## src/rtl/gray_seq_gen.sv

```systemverilog
// Gray-code sequence generator: binary counter presented as registered Gray code on a valid/ready stream.
// Optional down-counting is compiled in with `define GRAY_SEQ_DOWN_EN; otherwise `dir` is ignored.
module gray_seq_gen #(
    parameter int WIDTH = 4,
    parameter bit WRAP  = 1'b1
) (
    input  logic             clk,
    input  logic             rst_n,
    input  logic             start,
    input  logic             stop,
    input  logic             load,
    input  logic [WIDTH-1:0] load_val,
    input  logic             dir,
    input  logic             out_ready,
    output logic             out_valid,
    output logic [WIDTH-1:0] gray,
    output logic             wrap,
    output logic             done
);

    typedef enum logic [1:0] {
        IDLE = 2'd0,
        RUN  = 2'd1,
        DONE = 2'd2
    } state_e;

    localparam logic [WIDTH-1:0] ONE = WIDTH'(1);

    function automatic logic [WIDTH-1:0] to_gray(input logic [WIDTH-1:0] b);
        return b ^ (b >> 1);
    endfunction

    state_e           state_q, state_d;
    logic [WIDTH-1:0] cnt_q, cnt_d;
    logic [WIDTH-1:0] gray_q, gray_d;
    logic             wrap_q, wrap_d;
    logic             stop_pend_q, stop_pend_d;

    logic [WIDTH-1:0] step_cnt;
    logic             at_term;

`ifdef GRAY_SEQ_DOWN_EN
    assign step_cnt = dir ? (cnt_q - ONE) : (cnt_q + ONE);
    assign at_term  = dir ? (cnt_q == '0) : (cnt_q == '1);
`else
    logic dir_unused;
    assign dir_unused = dir;
    assign step_cnt   = cnt_q + ONE;
    assign at_term    = (cnt_q == '1);
`endif

    always_comb begin
        state_d     = state_q;
        cnt_d       = cnt_q;
        wrap_d      = 1'b0;
        stop_pend_d = stop_pend_q;

        case (state_q)
            IDLE: begin
                stop_pend_d = 1'b0;
                if (load) begin
                    cnt_d = load_val;
                end
                if (start) begin
                    state_d = RUN;
                end
            end
            RUN: begin
                if (stop) begin
                    stop_pend_d = 1'b1;
                end
                if (out_ready) begin
                    stop_pend_d = 1'b0;
                    // One-shot mode parks on the terminal code instead of stepping past it
                    if (at_term && !WRAP) begin
                        state_d = DONE;
                    end else begin
                        cnt_d  = step_cnt;
                        wrap_d = at_term;
                        if (stop || stop_pend_q) begin
                            state_d = IDLE;
                        end
                    end
                end
            end
            DONE: begin
                stop_pend_d = 1'b0;
                state_d     = IDLE;
            end
            default: begin
                state_d = IDLE;
            end
        endcase

        // Gray register tracks the next count so it never lags cnt by a cycle
        gray_d = to_gray(cnt_d);
    end

    always_ff @(posedge clk or negedge rst_n) begin
        if (!rst_n) begin
            state_q     <= IDLE;
            cnt_q       <= '0;
            gray_q      <= '0;
            wrap_q      <= 1'b0;
            stop_pend_q <= 1'b0;
        end else begin
            state_q     <= state_d;
            cnt_q       <= cnt_d;
            gray_q      <= gray_d;
            wrap_q      <= wrap_d;
            stop_pend_q <= stop_pend_d;
        end
    end

    assign out_valid = (state_q == RUN);
    assign done      = (state_q == DONE);
    assign gray      = gray_q;
    assign wrap      = wrap_q;

endmodule

```

## config.mk

```make
export PLATFORM = sky130hd
export DESIGN_NAME = gray_seq_gen
export DESIGN_NICKNAME = d
export VERILOG_FILES = /design/src/rtl/gray_seq_gen.sv
export SDC_FILE = /design/constraint.sdc
export NUM_CORES = 1
export LEC_CHECK = 0
export BUFFER_PORTS_ARGS = -buffer_cell sky130_fd_sc_hd__buf_2
export CAP_MARGIN = 20
export CORE_MARGIN = 10
export CORE_UTILIZATION = 30
export CTS_BUF_LIST = sky130_fd_sc_hd__clkbuf_16
export DETAILED_ROUTE_END_ITERATION = 8
export MAX_ROUTING_LAYER = met4
export PLACE_DENSITY = 0.56
export RECOVER_POWER = 100
export SYNTH_ARGS = -nofsm -noshare
export SYNTH_HDL_FRONTEND = slang
export SYNTH_SLANG_ARGS = --single-unit
export TNS_END_PERCENT = 30
```

## constraint.sdc

```tcl
create_clock -name clk -period 3.4 [get_ports clk]
set_clock_uncertainty 0.1 [all_clocks]
set_input_delay 0.34 -clock clk [delete_from_list [all_inputs] [get_ports clk]]
set_output_delay 0.34 -clock clk [all_outputs]
set_load 0.02 [all_outputs]
```

==> impl_metrics.toml, run 1 <==
[placed_design]
routabilityCongestion = 0.648
place_ws_ns = 2.01
io_buffers = 15
dp_hpwl_um = 781

[route]
viasPerCell = 4.52
final_antenna_net_count = 0
wl_per_cell_um = 12.6
drcViolationCount = 0
vias = 339
drt-total-wl_um = 944
drtIter0Drc = 0
first_pass_iters = 1

[global_routing]
grt_pass1_vias = 358
grt_pass1_wl_um = 1640
grt_max_degree = 13
grt_usage_pct = 6.19
antenna_found_initial = 0
overflow = 0

[min_path]
hp-class = "primary input to flip-flop"

[timing]
holdWs_ns = 0.228
worst_slack_ns = 1.86
slew_headroom_pct = 64.4
post-route-period-util_pct = 45.4
finalSetupViolCount = 0
drv_slew = 0
hold_violations = 0
tns_ns = 0
grt_setup_unrepaired = "false"
post-route-min-period_ns = 1.54
clock.fmax_mhz = 648
max_slew.worst_pin.slew_ns = 0.534

[floorplanning]
fp.dieArea_um2 = 3730
fp-row-count = 14
die_y_um = 61.1
die_width_um = 61.1
start_util_pct = 32.5
coreArea_um2 = 1560
io_pins = 18

[finish]
syn_to_final_growth_pct = 27.2
finalNetCount = 72
drive_gt1_share_pct = 22.0
insertedDiodeCount = 0

[synthesis]
synth_seq_area_share_pct = 49.4
synth.area.mux_share_pct = 9.38
ys_top_cells_by_count = "10 x dfrtp_1, 4 x buf_4, 4 x xnor2_1, 3 x a211oi_1, 3 x nor2b_1"
synth.distinct_cells = 20
synth_area_leaders = "dfrtp_1 49%, xnor2_1 6.9%, buf_4 5.9%"
syn_nets = 55
synth_edf_count = 0
yosysMostFrequentCell = "dfrtp_1"
ys.flop_type = "dfrtp_1"
syn_inst = 43
synth_top_family_by_area = "compound AO/OA/AOI/OAI gates"
synth_area_leader_cell = "dfrtp_1"
synth_compound_area_share_pct = 10.6
yosys.area_share.simple_pct = 10.4
synth-seq-cells = 10
mappedNetlistArea_um2 = 507
yosys_warnings = 0
syn_avg_cell_area_um2 = 11.8
synthAdderAreaFrac_pct = 2.47
synthXorXnorAreaFrac_pct = 10.4
synth_top_area_share_pct = 49.4
synthArstFlopShare_pct = 100

[power_and_ir_drop]
power.leakage_uw = 0.000280
peakVddDrop_mv = 0.462
power_uw = 625
p_per_area_nw_per_um2 = 970

[clock_tree]
root_buffer = "clkbuf_16"
post_cts_buffers = 0
cts_buffers = 3
htree_levels = 1
cts_tree = "built"
cts_num_sinks = 10
ctsLongestPathBuffers = 2
cts_resized = 0
clk-insertion-delay-late_ns = 0.23
clkTransAtPathRegs_ns = 0.04
cts_hold_buf = 1

[setup_path]
crit_path_start_kind = "flip-flop"
path_cells = "clkbuf_1"
path_buf_inv = 1
endpoint_kind = "primary output"
path_delay_family = "flip-flops"
arrival_ns = 1.10
critPathSlowestCell = "dfrtp_1"
path_class = "flip-flop to primary output"
required_ns = 2.96
critPathMaxStageDelay_ns = 0.59
crit_fanout = 12

[outcome]
outcome = "completed"

[job]
drv_cap = 0
==> per-layer routing <==
metal | part of all wire (%) | vias to the layer above | GRT usage (%)
met5 | 0 | - | -
met4 | 1.8 | 0 | 3.91
met3 | 2.0 | 2 | 1.85
met2 | 52 | 6 | 9.47
met1 | 44 | 155 | 6.90
li1 | - | 176 | -
==> through the flow <==
stage | std cells | instance area, um^2 | utilization, %
after CTS | 75 | 661 | 42.4
after detailed placement | 70 | 572 | 36.7
after floorplan | 43 | 507 | -
after global routing | 75 | 644 | 41.3
after global placement | 70 | 572 | 36.7
final | 75 | 644 | 41.3
==> placed cells by master, fill, tap and decap left out <==
cell	synthesis	routed
clkbuf_16	0	3
dlygate4sd3_1	0	1
nand3_1	1	1
conb_1	1	1
nand2_1	2	2
xor2_1	2	2
dfrtp_1	10	10
mux2_4	1	1
clkbuf_1	0	7
nand4_1	1	1
xnor2_1	4	4
o22a_1	1	1
nor2_1	2	2
clkinv_1	0	1
nor2b_1	3	3
a211oi_1	3	3
inv_1	1	1
a21oi_1	1	3
ha_1	1	1
nor3b_1	1	1
mux2i_1	1	1
buf_2	0	8
mux2i_4	1	1
==> report_power, final <==
| part | switching, uW | internal [uW] | total (uW) |
|---|---|---|---|
| clock | 50.3 | 154 | 204 |
| combinational | 119 | 96.2 | 215 |
| sequential | 37.9 | 168 | 206 |
==> state kept, by name (all words and copies together) (netlist names) <==
name	count
stop_pend_q	1
cnt_q	4
state_q	1
wrap	1
gray	3
==> cell families after synthesis <==
| group | Yosys count |
|---|---|
| flops | 10 |
| simple gates | 10 |
| compound gates | 7 |
| xor+xnor | 6 |
| buf+inv | 5 |
| mux | 3 |
| fa+ha+maj | 1 |
| other cells | 1 |
==> final timing paths <==
kind / startpoint / endpoint / slack (ns) / depth (start not counted)
worst max-delay path: state_q[0] / out_valid / 1.86 / 1
worst min-delay path: start / state_q[0] / 0.23 / 2
worst max register to register: cnt_q[0] / gray[1] / 1.99 / 4
worst min register to register: stop_pend_q / state_q[0] / 0.46 / 2
max in group asynchronous: rst_n / wrap / 2.35 / 2
min in group asynchronous: rst_n / stop_pend_q / 0.50 / 2
==> area by class of cell <==
| class | count | area [um^2] |
|---|---|---|
| clock buffers | 3 | 75.1 |
| clock inverters | 1 | 3.75 |
| fillers | 167 | 915 |
| inverters | 1 | 3.75 |
| multi-input cells | 28 | 215 |
| flip-flops and latches | 10 | 250 |
| well taps | 16 | 20.0 |
| repair buffers | 16 | 76.3 |
No activity file was read; power rests on OpenSTA's default activity.
==> inputs of run 2 (changes only) <==
Settings changed: ABC_AREA set to 1, PLACE_DENSITY 0.56 to 0.57.
Clock period 3.4 ns to 1.3 ns, I/O delays scaled along.
==> run 2 against run 1 <==
Compared with the run above:
- the flow now finishes with violations (negative setup slack)
- global-route usage grew 1.4 points
- hold slack lost 0.21 ns
- die area grew 1.7%
- utilization increased by 4.9 points
- register-to-register slack worse by 2.0 ns
- combinational power rose to 3.1 times the previous value
- critical path depth grew 5
- total power grew to 2.7 times the previous value
- non-clock buffer count is 4 higher
- sequential share of layout area is 4.5 points lower
- synthesized cell count rose by 49%
==> impl_metrics.toml, run 2 <==
[floorplanning]
start_util_pct = 32.9
die_y_um = 61.6
die_width_um = 61.6
io_pins = 18
coreArea_um2 = 1580
fp-row-count = 14
fp.dieArea_um2 = 3800

[finish]
insertedDiodeCount = 0
final_cell_mix = "15 x nand2_1, 10 x dfrtp_1, 9 x buf_2"
finalNetCount = 98
largest_reg_flops = 4
syn_to_final_growth_pct = 40.2
largest_register = "cnt_q"
layout_commonest_cell = "nand2_1"
drive_gt1_share_pct = 31.8
fin_cells = 101
fin_util_pct = 46.2
final_cell_area_um2 = 728

[route]
first_pass_iters = 4
drtIter0Drc = 9
drt-total-wl_um = 1240
wl_per_cell_um = 12.2
vias = 473
viasPerCell = 4.68
final_antenna_net_count = 0
drcViolationCount = 0

[setup_path]
path_class = "flip-flop to flip-flop"
crit_fanout = 3
timing.rr.start = "cnt_q[1]"
reg2reg_depth = 6
required_ns = 1.31
arrival_ns = 1.32
regToRegEndpoint = "gray[0]"
crit_path_start_kind = "flip-flop"
r2r_setup_slack_ns = -0.01
cp-startpoint = "cnt_q[1]"
endpoint_kind = "flip-flop"

[placed_design]
routabilityCongestion = 0.742
dp.cells = 93
io_buffers = 15
post_dp_cell_area_um2 = 599
place_ws_ns = -0.0444
dp_hpwl_um = 938

[global_routing]
grt_usage_pct = 7.58
grt.met1_usage_pct = 8.23
grt_pass1_vias = 499
antenna_found_initial = 0
grt_max_degree = 11
grt.met3_usage_pct = 4.73
grt_pass1_wl_um = 2080
overflow = 0
grt_util_met2_pct = 11.4
busiest_layer = "met2"

[synthesis]
mappedNetlistArea_um2 = 519
synthArstFlopShare_pct = 100
ys.flop_type = "dfrtp_1"
synth_top_family_by_area = "simple AND/OR/NAND/NOR gates"
synth_seq_area_share_pct = 48.2
syn_inst = 64
synth_compound_area_share_pct = 7.23
yosys_warnings = 0
syn_nets = 76
yosys.area_share.simple_pct = 27.2
synth_area_leaders = "dfrtp_1 48%, nand2_1 12%, inv_1 5.1%"
synth_edf_count = 0
ys_top_cells_by_count = "17 x nand2_1, 10 x dfrtp_1, 7 x inv_1, 5 x nand3_1, 5 x nor2_1"
syn_avg_cell_area_um2 = 8.11
synth.area.mux_share_pct = 0
synth.distinct_cells = 20
synthAdderAreaFrac_pct = 2.41
synth_area_leader_cell = "dfrtp_1"
synthXorXnorAreaFrac_pct = 3.37
synth-seq-cells = 10
synth_top_area_share_pct = 48.2
yosysMostFrequentCell = "nand2_1"

[timing]
slew_headroom_pct = 63.1
grt_setup_unrepaired = "true"
finalSetupViolCount = 2
holdWs_ns = 0.0157
post-route-min-period_ns = 1.31
clock.fmax_mhz = 763
post-route-period-util_pct = 101
drv_slew = 0
worst_slack_ns = -0.0105
max_slew.worst_pin.slew_ns = 0.554
hold_violations = 0

[power_and_ir_drop]
p_per_area_nw_per_um2 = 2350
peakVddDrop_mv = 1.27
power.leakage_uw = 0.000383

[clock_tree]
clkTransAtPathRegs_ns = 0.04
root_buffer = "clkbuf_16"
htree_levels = 1
clk-insertion-delay-late_ns = 0.24
ctsLongestPathBuffers = 2
cts_num_sinks = 10
cts_tree = "built"
cts_buffers = 3

[job]
drv_cap = 0

[min_path]
whs_endpoint = "state_q[0]"
hp-start = "start"
whs_path_depth = 2
hp-class = "primary input to flip-flop"

[outcome]
outcome = "complete, but fails checks"
failed_checks = "negative setup slack"
[run 2: cell types whose count changed in the layout (fill, tap and decap cells not counted), sizes merged, moves of 2 or more]
cell and change:
nand2 +16, inv +8, buf +5, nand3 +5
nor2 +4, o21ai +4, a211oi -3, nor2b -3
a21oi -2, mux2i -2, xnor2 -2, xor2 -2
[run 2: per-stage QoR]
stage | total power (uW) | TNS, ns
after detailed placement | 1070 | -0.0603
after global routing | 1840 | -0.398
after global placement | 1050 | -0.0336
final | 1710 | -0.0166
after CTS | 1710 | -0.00859
after floorplan | 908 | 0
[run 2: where the power goes]
part / internal [uW] / switching, uW / leakage (uW) / total [uW]
logic: 275 / 394 / 0.000225 / 669
registers: 427 / 72.2 / 0.000119 / 499
clock network: 403 / 142 / 0.0000385 / 545
total: 1110 / 608 / 0.000383 / 1710
[run 2: how the worst max path moves through the flow]
stage	end
global placement	gray[1]
floorplan	gray[1]
global route	gray[0]
finish	gray[0]
CTS	gray[1]
detailed placement	gray[1]
[run 2: cell type report]
type | count | area (um^2)
fillers | 151 | 848
flip-flops and latches | 10 | 250
multi-input cells | 42 | 238
repair buffers | 20 | 108
clock buffers | 3 | 75.1
inverters | 9 | 33.8
well taps | 16 | 20.0
clock inverters | 1 | 3.75
[run 2: cell families (layout without fill, tap and decap cells)]
logic type / after synthesis / count (layout)
adders and majority gates: 1 / 1
DFF: 10 / 10
xor gates and xnor gates: 2 / 2
AOI/OAI and AO/OA: 6 / 6
other: 1 / 1
buffers and inverters: 12 / 33
and+or+nand+nor: 32 / 32
[run 2: worst max-delay path, stage by stage (launching register included)]
cell and delay [ns]:
dfrtp_1 0.37, ha_1 0.29, nand2_1 0.06, o21ai_1 0.05
nand2_1 0.07, nand2_2 0.10, xnor2_2 0.15
[run 2: layer usage]
layer,vias to the layer above,wire length (um)
met4,0,8
met2,17,562
li1,240,-
met3,2,101
met5,-,0
met1,214,565
[run 2: repair_timing]
action / 4_1_cts / 5_1_grt
hold endpoints to repair: 10 / 0
pin swaps: 3 / 2
gates resized for setup: 2 / 4
cloned: 0 / 0
buffers inserted: 3 / 0
hold buffers: 1 / 0
endpoints found under the setup margin: 2 / 5
